==> config.mk <==
export PLATFORM = sky130hd
export DESIGN_NAME = hill_cipher_stream
export DESIGN_NICKNAME = d
export VERILOG_FILES = /design/src/rtl/hill_pkg.sv /design/src/rtl/hill_mac_mod.sv /design/src/rtl/hill_cipher_stream.sv
export SDC_FILE = /design/constraint.sdc
export NUM_CORES = 1
export LEC_CHECK = 0
export CAP_MARGIN = 20
export CORE_ASPECT_RATIO = 1.2
export CORE_MARGIN = 10
export CORE_UTILIZATION = 35
export CTS_CLUSTER_DIAMETER = 60
export CTS_CLUSTER_SIZE = 30
export DETAILED_ROUTE_END_ITERATION = 8
export PLACE_DENSITY_LB_ADDON = 0.12
export SETUP_SLACK_MARGIN = 0.02
export SLEW_MARGIN = 10
export SYNTH_ARGS = -nofsm -noshare
export SYNTH_HDL_FRONTEND = slang
export SYNTH_HIERARCHICAL = 1
export SYNTH_SLANG_ARGS = --single-unit
==> constraint.sdc <==
create_clock -name clk -period 29.9 [get_ports clk]
set_clock_uncertainty 0.2 [all_clocks]
set_input_delay 4.485 -clock clk [delete_from_list [all_inputs] [get_ports clk]]
set_output_delay 4.485 -clock clk [all_outputs]
set_load 0.05 [all_outputs]
==> src/rtl/hill_pkg.sv <==
// Shared definitions for the Hill-cipher streaming engine.
//   - state_t        : COLLECT / COMPUTE / EMIT controller states
//   - ASCII_*        : character codes used for letter detection and output
//   - sym_width()    : bits needed for one symbol 0..modulus-1
//   - idx_width()    : bits needed to index 0..n-1 (at least 1)
package hill_pkg;

    typedef enum logic [1:0] {
        ST_COLLECT = 2'd0,
        ST_COMPUTE = 2'd1,
        ST_EMIT    = 2'd2
    } state_t;

    localparam logic [7:0] ASCII_A  = 8'h41;
    localparam logic [7:0] ASCII_Z  = 8'h5A;
    localparam logic [7:0] ASCII_LA = 8'h61;
    localparam logic [7:0] ASCII_LZ = 8'h7A;

    function automatic int sym_width(input int modulus);
        return (modulus > 2) ? $clog2(modulus) : 1;
    endfunction

    function automatic int idx_width(input int n);
        return (n > 1) ? $clog2(n) : 1;
    endfunction

endpackage

==> src/rtl/hill_mac_mod.sv <==
// Accumulate-and-reduce unit for one matrix-row dot product.
// Each enabled cycle: acc_r <= ((clear ? 0 : acc_r) + key_elem * vec_elem) mod MODULUS.
// The reduction happens every step, so the held value never exceeds MODULUS-1.
// Ports:
//   clk, rst_n          : clock, synchronous active-low reset
//   clear               : start a new row (ignore the held accumulator)
//   enable              : perform one MAC step this cycle
//   key_elem, vec_elem  : operands, each 0..MODULUS-1
//   acc                 : reduced sum including this cycle's product; it is the
//                         value the accumulator register takes at the next edge,
//                         so the caller can store a finished row on the same edge
module hill_mac_mod
    import hill_pkg::*;
#(
    parameter int MODULUS = 26,
    parameter int SW      = sym_width(MODULUS)
) (
    input  logic          clk,
    input  logic          rst_n,
    input  logic          clear,
    input  logic          enable,
    input  logic [SW-1:0] key_elem,
    input  logic [SW-1:0] vec_elem,
    output logic [SW-1:0] acc
);

    localparam int PW   = 2 * SW;
    localparam int SUMW = PW + 1;

    logic [SW-1:0]   acc_r;
    logic [SW-1:0]   base_s;
    logic [PW-1:0]   prod_s;
    logic [SUMW-1:0] sum_s;

    // Product, running sum and modular reduction for the current step
    always_comb begin
        prod_s = PW'(key_elem) * PW'(vec_elem);
        if (clear) begin
            base_s = '0;
        end else begin
            base_s = acc_r;
        end
        sum_s = SUMW'(prod_s) + SUMW'(base_s);
        acc   = SW'(sum_s % SUMW'(MODULUS));
    end

    // Accumulator register, advanced only on enabled steps
    always_ff @(posedge clk) begin
        if (!rst_n) begin
            acc_r <= '0;
        end else if (enable) begin
            acc_r <= acc;
        end else begin
            acc_r <= acc_r;
        end
    end

endmodule

==> src/rtl/hill_cipher_stream.sv <==
// Streaming Hill-cipher engine.
// Letters arrive over in_valid/in_ready, are grouped into BLOCK_SIZE-symbol
// vectors, multiplied by a BLOCK_SIZE x BLOCK_SIZE key (mod MODULUS) one MAC per
// cycle, and leave as uppercase ASCII over out_valid/out_ready.
// Two key banks (0 = encrypt, 1 = decrypt); the bank is latched from 'mode'
// on the first letter of each block. Short final blocks are padded with PAD_VAL.
// Optional feature macro: HILL_CASE_FOLD_EN -- when defined, 'a'..'z' are
// accepted as letters; otherwise lowercase is dropped with err_char.
// Ports:
//   clk, rst_n                       : clock, synchronous active-low reset
//   key_wen/key_bank/key_addr/key_data: key element write (row-major r*N+c)
//   mode                             : bank for the block being collected
//   in_valid/in_ready/in_data/in_last: character input stream
//   out_valid/out_ready/out_data/out_last: ciphertext output stream
//   busy                             : block in progress (not idle COLLECT)
//   err_char, err_key, done          : single-cycle status pulses
module hill_cipher_stream
    import hill_pkg::*;
#(
    parameter int BLOCK_SIZE = 3,
    parameter int DATA_WIDTH = 8,
    parameter int MODULUS    = 26,
    parameter int PAD_VAL    = 23
) (
    input  logic                                   clk,
    input  logic                                   rst_n,
    input  logic                                   key_wen,
    input  logic                                   key_bank,
    input  logic [$clog2(BLOCK_SIZE*BLOCK_SIZE)-1:0] key_addr,
    input  logic [DATA_WIDTH-1:0]                  key_data,
    input  logic                                   mode,
    input  logic                                   in_valid,
    output logic                                   in_ready,
    input  logic [DATA_WIDTH-1:0]                  in_data,
    input  logic                                   in_last,
    output logic                                   out_valid,
    input  logic                                   out_ready,
    output logic [DATA_WIDTH-1:0]                  out_data,
    output logic                                   out_last,
    output logic                                   busy,
    output logic                                   err_char,
    output logic                                   err_key,
    output logic                                   done
);

    localparam int N   = BLOCK_SIZE;
    localparam int NN  = N * N;
    localparam int SW  = sym_width(MODULUS);
    localparam int IW  = idx_width(N);
    localparam int CW  = $clog2(N + 1);
    localparam int KAW = $clog2(NN);

    localparam logic [DATA_WIDTH-1:0] CH_A  = DATA_WIDTH'(ASCII_A);
    localparam logic [DATA_WIDTH-1:0] CH_Z  = DATA_WIDTH'(ASCII_Z);
`ifdef HILL_CASE_FOLD_EN
    localparam logic [DATA_WIDTH-1:0] CH_LA = DATA_WIDTH'(ASCII_LA);
    localparam logic [DATA_WIDTH-1:0] CH_LZ = DATA_WIDTH'(ASCII_LZ);
`endif

    function automatic logic [DATA_WIDTH-1:0] to_ascii(input logic [SW-1:0] s);
        return CH_A + DATA_WIDTH'(s);
    endfunction

    // Controller and datapath state
    state_t                state_r;
    logic [CW-1:0]         count_r;
    logic [IW-1:0]         row_r;
    logic [IW-1:0]         col_r;
    logic [IW-1:0]         idx_r;
    logic                  bank_r;
    logic                  last_blk_r;
    logic [SW-1:0]         vec_r [N];
    logic [SW-1:0]         res_r [N];
    logic [SW-1:0]         key_r [2][NN];

    // Registered outputs
    logic                  in_ready_r;
    logic                  busy_r;
    logic                  out_valid_r;
    logic [DATA_WIDTH-1:0] out_data_r;
    logic                  out_last_r;
    logic                  err_char_r;
    logic                  err_key_r;
    logic                  done_r;

    // Combinational helpers
    logic                  in_hs_s;
    logic                  out_hs_s;
    logic                  is_letter_s;
    logic [SW-1:0]         sym_s;
    logic [CW-1:0]         fill_cnt_s;
    logic                  close_s;
    logic [KAW-1:0]        key_idx_s;
    logic                  mac_en_s;
    logic                  mac_clear_s;
    logic [SW-1:0]         mac_key_s;
    logic [SW-1:0]         mac_vec_s;
    logic [SW-1:0]         mac_acc_s;

    assign in_ready  = in_ready_r;
    assign busy      = busy_r;
    assign out_valid = out_valid_r;
    assign out_data  = out_data_r;
    assign out_last  = out_last_r;
    assign err_char  = err_char_r;
    assign err_key   = err_key_r;
    assign done      = done_r;

    // Handshakes, letter classification and block-close decision
    always_comb begin
        in_hs_s  = in_valid && in_ready_r;
        out_hs_s = out_valid_r && out_ready;

        if ((in_data >= CH_A) && (in_data <= CH_Z)) begin
            is_letter_s = 1'b1;
            sym_s       = SW'(in_data - CH_A);
        end
`ifdef HILL_CASE_FOLD_EN
        else if ((in_data >= CH_LA) && (in_data <= CH_LZ)) begin
            is_letter_s = 1'b1;
            sym_s       = SW'(in_data - CH_LA);
        end
`endif
        else begin
            is_letter_s = 1'b0;
            sym_s       = '0;
        end

        // Number of filled slots once this character has been absorbed
        if (is_letter_s) begin
            fill_cnt_s = count_r + CW'(1);
        end else begin
            fill_cnt_s = count_r;
        end

        // A block closes when full, or when the message ends with data pending
        close_s = in_hs_s &&
                  ((is_letter_s && (fill_cnt_s == CW'(N))) ||
                   (in_last && (fill_cnt_s != CW'(0))));
    end

    // MAC operand selection: key[row][col] times vec[col]
    always_comb begin
        key_idx_s   = KAW'(int'(row_r) * N + int'(col_r));
        mac_en_s    = (state_r == ST_COMPUTE);
        mac_clear_s = (col_r == IW'(0));
        mac_key_s   = key_r[bank_r][key_idx_s];
        mac_vec_s   = vec_r[col_r];
    end

    hill_mac_mod #(
        .MODULUS (MODULUS),
        .SW      (SW)
    ) u_mac (
        .clk      (clk),
        .rst_n    (rst_n),
        .clear    (mac_clear_s),
        .enable   (mac_en_s),
        .key_elem (mac_key_s),
        .vec_elem (mac_vec_s),
        .acc      (mac_acc_s)
    );

    // Key banks: written only while idle; writes while busy are dropped and flagged
    always_ff @(posedge clk) begin
        if (!rst_n) begin
            for (int b = 0; b < 2; b++) begin
                for (int i = 0; i < NN; i++) begin
                    key_r[b][i] <= '0;
                end
            end
            err_key_r <= 1'b0;
        end else begin
            err_key_r <= 1'b0;
            if (key_wen) begin
                if (busy_r) begin
                    err_key_r <= 1'b1;
                end else if (int'(key_addr) < NN) begin
                    // Out-of-range values are folded into the alphabet
                    key_r[key_bank][key_addr] <= SW'(key_data % DATA_WIDTH'(MODULUS));
                end
            end
        end
    end

    // Block controller: collect letters, run N*N MAC steps, emit N characters
    always_ff @(posedge clk) begin
        if (!rst_n) begin
            state_r     <= ST_COLLECT;
            count_r     <= '0;
            row_r       <= '0;
            col_r       <= '0;
            idx_r       <= '0;
            bank_r      <= 1'b0;
            last_blk_r  <= 1'b0;
            for (int i = 0; i < N; i++) begin
                vec_r[i] <= '0;
                res_r[i] <= '0;
            end
            in_ready_r  <= 1'b1;
            busy_r      <= 1'b0;
            out_valid_r <= 1'b0;
            out_data_r  <= '0;
            out_last_r  <= 1'b0;
            err_char_r  <= 1'b0;
            done_r      <= 1'b0;
        end else begin
            err_char_r <= 1'b0;
            done_r     <= 1'b0;
            case (state_r)
                ST_COLLECT: begin
                    if (in_hs_s) begin
                        if (is_letter_s) begin
                            vec_r[IW'(count_r)] <= sym_s;
                            if (count_r == CW'(0)) begin
                                bank_r <= mode;
                            end
                        end else begin
                            err_char_r <= 1'b1;
                        end
                        if (close_s) begin
                            // Pad the unfilled tail; the letter slot is below fill_cnt_s
                            for (int i = 0; i < N; i++) begin
                                if (CW'(i) >= fill_cnt_s) begin
                                    vec_r[i] <= SW'(PAD_VAL);
                                end
                            end
                            last_blk_r <= in_last;
                            state_r    <= ST_COMPUTE;
                            count_r    <= '0;
                            row_r      <= '0;
                            col_r      <= '0;
                            in_ready_r <= 1'b0;
                            busy_r     <= 1'b1;
                        end else begin
                            count_r <= fill_cnt_s;
                            busy_r  <= (fill_cnt_s != CW'(0));
                            // Message ended with nothing buffered: finish immediately
                            if (in_last) begin
                                done_r <= 1'b1;
                            end
                        end
                    end
                end

                ST_COMPUTE: begin
                    if (col_r == IW'(N - 1)) begin
                        res_r[row_r] <= mac_acc_s;
                        col_r        <= '0;
                        if (row_r == IW'(N - 1)) begin
                            state_r     <= ST_EMIT;
                            idx_r       <= '0;
                            out_valid_r <= 1'b1;
                            out_last_r  <= last_blk_r && (N == 1);
                            // Row 0 is only being stored now when the block is 1x1
                            if (row_r == IW'(0)) begin
                                out_data_r <= to_ascii(mac_acc_s);
                            end else begin
                                out_data_r <= to_ascii(res_r[0]);
                            end
                        end else begin
                            row_r <= row_r + IW'(1);
                        end
                    end else begin
                        col_r <= col_r + IW'(1);
                    end
                end

                ST_EMIT: begin
                    if (out_hs_s) begin
                        if (idx_r == IW'(N - 1)) begin
                            state_r     <= ST_COLLECT;
                            idx_r       <= '0;
                            count_r     <= '0;
                            out_valid_r <= 1'b0;
                            out_last_r  <= 1'b0;
                            out_data_r  <= '0;
                            in_ready_r  <= 1'b1;
                            busy_r      <= 1'b0;
                            if (last_blk_r) begin
                                done_r <= 1'b1;
                            end
                        end else begin
                            idx_r      <= idx_r + IW'(1);
                            out_data_r <= to_ascii(res_r[idx_r + IW'(1)]);
                            out_last_r <= last_blk_r && ((idx_r + IW'(1)) == IW'(N - 1));
                        end
                    end
                end

                default: begin
                    state_r     <= ST_COLLECT;
                    count_r     <= '0;
                    idx_r       <= '0;
                    in_ready_r  <= 1'b1;
                    busy_r      <= 1'b0;
                    out_valid_r <= 1'b0;
                    out_last_r  <= 1'b0;
                end
            endcase
        end
    end

endmodule

==> reports/results.ini, run 1 <==
[run_status]
status = completed

[power_and_ir_drop]
power_density_nw_per_um2 = 70.7
max-vdd-ir-drop_mv = 0.0597
power.leakage_uw = 0.00455

[yosys]
synth_ff_type = edfxtp_1
yosys_warnings = 6
syn-num-nets = 1113
ys_seq_area_share_pct = 42.3
synth.avg_cell_area_sq_um = 10.5
netlist-cell-type-count = 98
synth-edff-count = 130
synth-seq-cells = 164
synthCells = 1029
async_flop_share_pct = 0
synth_area_sq_um = 10800

[drt]
wl_um = 27300
dr_wl_met2_um = 14300
drc = 0
vias = 8018
viasPerCell = 5.54
highest_layer = met4
wl_met1_um = 11900
drtIter0Drc = 538
wl_per_cell_um = 18.9
routed-wl-met3_um = 840
antenna_left = 0
drt-pass1-iter-count = 5

[finish]
diodes = 0
area_growth_pct = 12.0
drive_gt1_share_pct = 10.8
nets = 1122
postLayoutCoreUtil_pct = 39.8

[timing]
finalSetupViolations = 0
tns_ns = 0
final-hold-violation-count = 0
fin_crit_ns = 11.40
tightest_slew_ns = 0.964
rsz0062_at_grt = no
drv_slew = 0
fmax_mhz = 87.7
period_share_pct = 38.1
relSlewSlack_pct = 35.3

[global_routing]
antenna_found_initial = 0
grt.total_usage_pct = 14.1
grt_overflow = 0
grt_start_max_net_pins = 61
grt_pass1_wl_um = 43800
grt_pass1_vias = 7875

[cts]
clock_latency_ns = 0.44
clk_pin_slew_ns = 0.07
cts_tree = done
cts.sinks = 164
cts_hold_buf = 0
htree_levels = 4
clk_path_buf_depth = 2
cts_resized = 0
cts_buffers = 17
clockRootBuffer = clkbuf_16
post_cts_buffers = 0

[min_path]
holdCritPathClass = reg -> reg

[worst_setup_path]
crit_fanout = 16
reg2reg_slack_ns = 18.50
critPathKind = reg -> reg
required_ns = 30.03
crit_top_cell = fa_1
critical_path_arrival_ns = 11.53
cpMaxStageDelayCell = or4b_2
startpoint_type = flop
crit_path_max_incr_delay_ns = 0.69
end_kind = flop

[floorplanning]
ios = 43
start_util_pct = 35.5
placementRows = 70
die_w_um = 181
die_h_um = 213
core_sq_um = 30600
die_area_sq_um = 38500

[run]
drv_cap = 0

[place]
numPortBuffers = 41
place_congestion = 0.832
dpl.hpwl_um = 20200

-- power breakdown --
| group | internal, uW | switching (uW) | leakage, uW |
|---|---|---|---|
| sequential | 261 | 3.12 | 0.00158 |
| combinational | 133 | 236 | 0.00265 |
| clock | 134 | 91.8 | 0.000313 |
-- cells by family (layout without fill, tap and decap cells) --
family | count (synthesis) | after routing | synth area share, %
AND/OR/NAND/NOR | 397 | 397 | 18.9
AO/OA/AOI/OAI | 217 | 217 | 14.8
XOR/XNOR | 18 | 18 | 1.52
multiplexers | 72 | 72 | 10.8
flip-flops | 164 | 164 | 42.3
buffers and inverters | 104 | 126 | 4.16
adder cells (fa/ha/maj) | 56 | 56 | 7.57
other | 1 | 1 | 0.0346
-- cell type report --
type                            count  area [sq um]
Fill cell                        2971         18400
Clock inverter                      6          48.8
Tap cell                          396           495
Clock buffer                       26           576
Multi-Input combinational cell    761          5820
Timing Repair Buffer               48           458
Sequential cell                   164          4580
Inverter                           46           173
-- layout by cell type (no fill, tap or decap), types with 6 or more instances in the layout --
cell             instances
ha_1                    40
nor2_1                 100
nor3b_1                  6
buf_4                    7
nand3_1                 33
clkdlybuf4s50_1         40
nand3b_1                 9
mux2i_1                 33
a21o_1                   9
mux4_2                  35
and2_1                  30
nand2b_1                 9
nor4_1                   6
inv_1                   46
a31oi_1                 10
clkbuf_16               21
nor2b_1                 16
fa_1                    16
xnor2_1                 12
nor3_1                  28
edfxtp_1               130
or3_1                    6
and3_1                  26
o21ai_0                 39
nand2_1                 83
o211ai_1                10
nand4_1                 10
a21oi_1                 41
o21a_1                   8
a211oi_1                 8
dfxtp_1                 34
-- routing by layer --
metal	vias to the layer above	track usage, %
li1	3908	-
met1	3918	17.0
met2	166	25.3
met3	26	2.22
met4	0	4.16
met5	-	0
-- through the flow --
step | instances | instance area [sq um] | total power (uW) | hold slack, ns | setup slack, ns
2_1_floorplan | 1029 | 10800 | 560 | 0.242 | 19.78
3_3_place_gp | 1415 | 11500 | 636 | 0.266 | 18.75
3_5_place_dp | 1415 | 11500 | 634 | 0.265 | 18.62
4_1_cts | 1447 | 12200 | 860 | 0.276 | 18.59
5_1_grt | 1447 | 12200 | 909 | 0.307 | 17.75
6_report | 1447 | 12200 | 859 | 0.267 | 18.50
-- state kept, by name, summed over array words and instances (netlist names), 5 cells and up, named ones only --
register	count
res_r	20
key_r	90
out_data	7
u_mac/acc_r	5
vec_r	20
-- critical path: cells and delay by family, from the launching register on --
kind,cells,cell delay (ns)
compound gates,14,4.05
fa+ha+maj,8,3.42
simple gates,9,1.78
mux,3,1.05
flops,1,0.37
buf+inv,4,0.25
xor+xnor,1,0.15
-- final timing paths --
kind	start	endpoint	cells past startpoint
setup / recovery	row_r[0]	out_data[4]	39
hold / removal	out_last	out_last	2
setup reg to reg	row_r[0]	out_data[4]	39
hold reg to reg	out_last	out_last	2
-- synthesized netlist by cell type (8+ instances only) --
cell type	n	area, sq um
ha_1	40	500
fa_1	16	320
dfxtp_1	34	681
nand2_1	83	312
o211ai_1	10	75.1
xnor2_1	12	105
nand3_1	33	165
nand2b_1	9	56.3
mux2i_1	33	330
a31oi_1	10	62.6
and2_1	30	188
nor2b_1	16	100
edfxtp_1	130	3900
nor2_1	100	375
nand4_1	10	62.6
nor3_1	28	140
buf_2	17	85.1
a21oi_1	41	205
clkbuf_1	32	120
o21ai_0	39	195
and3_1	26	163
mux4_2	35	788
o21a_1	8	60.1
a21o_1	9	67.6
a211oi_1	8	60.1
nand3b_1	9	67.6
inv_1	46	173
Note: power is estimated with default switching activity, not from simulation.
==> run 2, diff against run 1 <==
clock period = 10.7 ns   (was 29.9 ns; I/O delays follow)
==> reports/results.ini, run 2 (same netlist as run 1, synthesis figures left out) <==
[global_routing]
grt_pass1_wl_um = 44400  ; was 43800 um
grt_overflow = 0  ; unchanged
grt.total_usage_pct = 14.3  ; was 14.1%
grt_start_max_net_pins = 60  ; was 61
grt_pass1_vias = 8173  ; was 7875
antenna_found_initial = 0  ; unchanged

[floorplanning]
die_w_um = 181  ; unchanged
core_sq_um = 30600  ; unchanged
start_util_pct = 35.5  ; unchanged
die_h_um = 213  ; unchanged
ios = 43  ; unchanged
placementRows = 70  ; unchanged
die_area_sq_um = 38500  ; unchanged

[cts]
cts_hold_buf = 0  ; unchanged
htree_levels = 4  ; unchanged
cts_tree = done  ; unchanged
cts.sinks = 164  ; unchanged
post_cts_buffers = 0  ; unchanged
clockRootBuffer = clkbuf_16  ; unchanged
clock_latency_ns = 0.44  ; about the same
cts_buffers = 17  ; unchanged
clk_path_buf_depth = 2  ; unchanged
cts_resized = 0  ; unchanged
clk_pin_slew_ns = 0.08  ; was 0.07 ns

[finish]
fill_cells = 2936  ; was 2971
diodes = 0  ; unchanged
reg_top3 = key_r x90, res_r x20, vec_r x20  ; unchanged
largest-register = key_r  ; unchanged
largest_reg_flops = 90  ; unchanged
final_common_cell = edfxtp_1  ; unchanged
nets = 1145  ; was 1122
layout_common_cells = edfxtp_1 (130), nor2_1 (100), nand2_1 (83)  ; unchanged
drive_gt1_share_pct = 13.4  ; was 10.8%
final_cells = 1470  ; was 1447
area_growth_pct = 14.2  ; was 12.0%

[drt]
wl_um = 27700  ; was 27300 um
drtIter0Drc = 452  ; was 538
drt-pass1-iter-count = 6  ; was 5
viasPerCell = 5.51  ; was 5.54
drc = 0  ; unchanged
vias = 8105  ; was 8018
antenna_left = 0  ; unchanged
wl_per_cell_um = 18.8  ; was 18.9 um

[place]
numPortBuffers = 41  ; unchanged
dpl.cell_count = 1438  ; was 1415
dpl.hpwl_um = 20500  ; was 20200 um
place_congestion = 0.823  ; was 0.832

[run]
drv_cap = 0  ; unchanged

[min_path]
hp-start = out_last  ; unchanged
min_path_cells = 2  ; unchanged
hold_end = out_last  ; unchanged
holdCritPathClass = reg -> reg  ; unchanged

[worst_setup_path]
r2r_end = out_data[2]  ; was out_data[4]
r2r_cells = 42  ; was 39
cpMaxStageDelayCell = fa_1  ; was or4b_2
crit_top_cell = fa_1  ; unchanged
crit_fanout = 7  ; was 16
rr_startpoint = row_r[1]  ; was row_r[0]
end_kind = flop  ; unchanged
startpoint_type = flop  ; unchanged
crit_path_max_incr_delay_ns = 0.54  ; was 0.69 ns
required_ns = 10.84  ; was 30.03 ns
cp_top_family = adder cells  ; was compound AO/OA/AOI/OAI gates
cp_num_buf_inv = 6  ; was 4
reg2reg_slack_ns = 0.57  ; was 18.50 ns
critical_path_arrival_ns = 10.27  ; was 11.53 ns
critPathKind = reg -> reg  ; unchanged

[timing]
tns_ns = 0  ; unchanged
fmax_mhz = 98.7  ; was 87.7 MHz
finalSetupViolations = 0  ; unchanged
tightest_slew_ns = 0.974  ; was 0.964 ns
rsz0062_at_grt = no  ; unchanged
drv_slew = 0  ; unchanged
relSlewSlack_pct = 34.6  ; was 35.3%
holdWs_ns = 0.273  ; was 0.267 ns
fin_crit_ns = 10.13  ; was 11.40 ns
final-hold-violation-count = 0  ; unchanged
period_share_pct = 94.7  ; was 38.1%

[power_and_ir_drop]
power.leakage_uw = 0.00466  ; was 0.00455 uW
max-vdd-ir-drop_mv = 0.141  ; was 0.0597 mV
power_density_nw_per_um2 = 202  ; was 70.7 nW/um^2
report.power.total_uw = 2500  ; was 859 uW

[run_status]
status = completed  ; unchanged

-- run 2: how the worst max path moves through the flow --
stage,endpoint,startpoint,slack [ns],cells past startpoint
after detailed placement,out_data[2],row_r[0],0.16,40
final,out_data[2],row_r[1],0.57,42
after global placement,out_data[2],row_r[0],0.24,37
after floorplan,out_data[2],row_r[0],0.58,41
after global routing,out_data[2],row_r[1],0.04,42
after CTS,out_data[2],row_r[0],0.14,41
-- run 2: per-layer routing --
layer	share of wire [%]	routed length (um)	track usage (%)
met1	43	11900	16.7
met2	50	13900	25.1
met3	3.5	968	2.32
met4	3.3	907	6.43
met5	0	0	0
-- run 2: per-stage QoR --
| step | cell area (sq um) | worst slack [ns] | utilization (%) |
|---|---|---|---|
| after detailed placement | 11700 | 0.160 | 38.4 |
| final | 12400 | 0.566 | 40.5 |
| after global placement | 11700 | 0.237 | 38.4 |
| after floorplan | 10800 | 0.577 | - |
| after global routing | 12400 | 0.0351 | 40.5 |
| after CTS | 12300 | 0.141 | 40.4 |
-- run 2: cell type report --
type                    count  area, sq um  area share (%)
multi-input cells         761         5870            47.4
flip-flops and latches    164         4580            37.0
repair buffers             71          656            5.29
well taps                 396          495            4.00
clock buffers              17          425            3.43
clock inverters            15          189            1.52
inverters                  46          173            1.39
-- run 2: tightest hold or removal path, cell delays in order (launching register included) --
cell and delay (ns):
dfxtp_1 0.31, nand2_1 0.05, a21boi_0 0.06
-- run 2: power breakdown --
group	internal (uW)	switching (uW)
Combinational	443	689
Sequential	728	8.69
Clock	322	306
==> run 3, diff against run 2 <==
DONT_BUFFER_PORTS = 1   (was unset)
==> reports/results.ini, run 3 (same netlist as run 1, synthesis figures left out) <==
[power_and_ir_drop]
seqPwrFrac_pct = 29.3  ; was 29.5%
p_switching_uw = 963  ; was 1000 uW
power.leakage_uw = 0.00453  ; was 0.00466 uW
combinationalPowerShare_pct = 45.1  ; was 45.3%
power_density_nw_per_um2 = 209  ; was 202 nW/um^2
p_sw_share_pct = 38.2  ; was 40.2%
pwr-share-clk_pct = 25.6  ; was 25.1%
p_int_uw = 1560  ; was 1490 uW
max-vdd-ir-drop_mv = 0.142  ; was 0.141 mV

[timing]
fin_ws_ns = 0.542  ; was 0.566 ns
fin_crit_ns = 10.16  ; was 10.13 ns
fmax_mhz = 98.4  ; was 98.7 MHz
drv_slew = 0  ; unchanged
period_share_pct = 94.9  ; was 94.7%
rsz0062_at_grt = no  ; unchanged
relSlewSlack_pct = 32.2  ; was 34.6%
finalSetupViolations = 0  ; unchanged
holdWs_ns = 0.308  ; was 0.273 ns
tightest_slew_ns = 1.01  ; was 0.974 ns
final-hold-violation-count = 0  ; unchanged
tns_ns = 0  ; unchanged

[drt]
antenna_left = 0  ; unchanged
vias = 8063  ; was 8105
wl_um = 28300  ; was 27700 um
drc = 0  ; unchanged
drt-pass1-iter-count = 6  ; unchanged
drtIter0Drc = 468  ; was 452
viasPerCell = 5.63  ; was 5.51
wl_per_cell_um = 19.7  ; was 18.8 um

[floorplanning]
ios = 43  ; unchanged
core_sq_um = 30600  ; unchanged
placementRows = 70  ; unchanged
start_util_pct = 35.5  ; unchanged
die_h_um = 213  ; unchanged
die_area_sq_um = 38500  ; unchanged
die_w_um = 181  ; unchanged

[finish]
layout_common_cells = edfxtp_1 (130), nor2_1 (100), nand2_1 (83)  ; unchanged
reg_top3 = key_r x90, res_r x20, vec_r x20  ; unchanged
final_common_cell = edfxtp_1  ; unchanged
regArea_sq_um = 4590  ; was 4580 sq um
drive_gt1_share_pct = 14.9  ; was 13.4%
largest_reg_flops = 90  ; unchanged
multiInputGateArea_sq_um = 5920  ; was 5870 sq um
largest-register = key_r  ; unchanged
final_cell_area_sq_um = 12100  ; was 12400 sq um
fill_cells = 2970  ; was 2936
area_growth_pct = 11.1  ; was 14.2%
nets = 1106  ; was 1145

[run]
drv_cap = 0  ; unchanged

[cts]
htree_levels = 4  ; unchanged
clockRootBuffer = clkbuf_16  ; unchanged
clk_path_buf_depth = 2  ; unchanged
cts_hold_buf = 0  ; unchanged
clk_pin_slew_ns = 0.07  ; was 0.08 ns
cts_tree = done  ; unchanged
cts_buffers = 17  ; unchanged
clock_latency_ns = 0.43  ; was 0.44 ns
cts.sinks = 164  ; unchanged

[place]
dpl_cell_area_sq_um = 11300  ; was 11700 sq um
numPortBuffers = 0  ; was 41
dpl.hpwl_um = 20900  ; was 20500 um
place_congestion = 0.858  ; was 0.823
pre_cts_ws_ns = 0.0553  ; was 0.160 ns

[global_routing]
top_usage_layer = met2  ; unchanged
use_met2_pct = 26.5  ; was 25.1%
antenna_found_initial = 0  ; unchanged
grt.total_usage_pct = 14.5  ; was 14.3%
met3_usage_pct = 2.40  ; was 2.32%
grt_pass1_vias = 7994  ; was 8173
grt_use_met1_pct = 17.0  ; was 16.7%
grt_pass1_wl_um = 45000  ; was 44400 um
grt_start_max_net_pins = 61  ; was 60
grt_overflow = 0  ; unchanged

[min_path]
holdCritPathClass = reg -> reg  ; unchanged

[worst_setup_path]
critical_path_arrival_ns = 10.28  ; was 10.27 ns
required_ns = 10.82  ; was 10.84 ns
critPathKind = reg -> reg  ; unchanged
startpoint_type = flop  ; unchanged
cpMaxStageDelayCell = fa_1  ; unchanged
reg2reg_slack_ns = 0.54  ; was 0.57 ns
cp_num_buf_inv = 5  ; was 6
cp_top_family = adder cells  ; unchanged
end_kind = flop  ; unchanged
crit_top_cell = fa_1  ; unchanged
crit_fanout = 7  ; unchanged
crit_path_max_incr_delay_ns = 0.56  ; was 0.54 ns

[run_status]
status = completed  ; unchanged

## run 3: cell types whose count changed in the layout (fill, tap and decap cells not counted), sizes merged
cell / before / now
clkdlybuf4s50: 40 / 0
clkbuf: 17 / 23
inv: 56 / 51
clkinv: 5 / 2
bufinv: 0 / 2
diode: 0 / 2
buf: 31 / 32
## run 3: path summary, 6_finish.rpt
check	start	to	cells after the start
worst max-delay path	row_r[0]	out_data[4]	41
worst min-delay path	last_blk_r	last_blk_r	2
worst max register to register	row_r[0]	out_data[4]	41
worst min register to register	last_blk_r	last_blk_r	2
## run 3: routing by layer
| layer | up-vias | part of all wire, % |
|---|---|---|
| met2 | 160 | 53 |
| met4 | 0 | 1.4 |
| li1 | 3879 | - |
| met1 | 3997 | 42 |
| met5 | - | 0 |
| met3 | 27 | 2.9 |
## run 3: power by group through the flow
stage	clock [uW]	combinational (uW)	sequential [uW]
2_1_floorplan	0	816	749
3_3_place_gp	0	1070	754
3_5_place_dp	0	1060	755
4_1_cts	659	1070	741
5_1_grt	686	1240	743
6_report	647	1140	740
## run 3: layout make-up
cell class / instances / area share (%)
tap: 396 / 4.11
inverter: 46 / 1.43
clock buffer: 23 / 4.23
antenna: 2 / 0.0415
multi-input combinational: 761 / 49.1
sequential: 164 / 38.0
timing repair buffer: 32 / 2.10
clock inverter: 9 / 0.924
## run 3: repair_timing
item | in CTS | in global routing
buffers inserted | 0 | 3
gates resized for setup | 1 | 29
setup endpoints to repair | 1 | 8
pin swaps | 0 | 4
## run 3: worst min-delay path, stage by stage (launching register included)
cell	delay (ns)
dfxtp_1	0.33
nand2_1	0.06
mux2i_1	0.06
## run 3: per-stage QoR
stage	std cells	util, %	total power (uW)
after floorplan	1029	-	1560
after global placement	1396	37.0	1830
after detailed placement	1396	37.0	1820
after CTS	1428	39.0	2470
after global routing	1431	39.4	2670
final	1433	39.4	2520
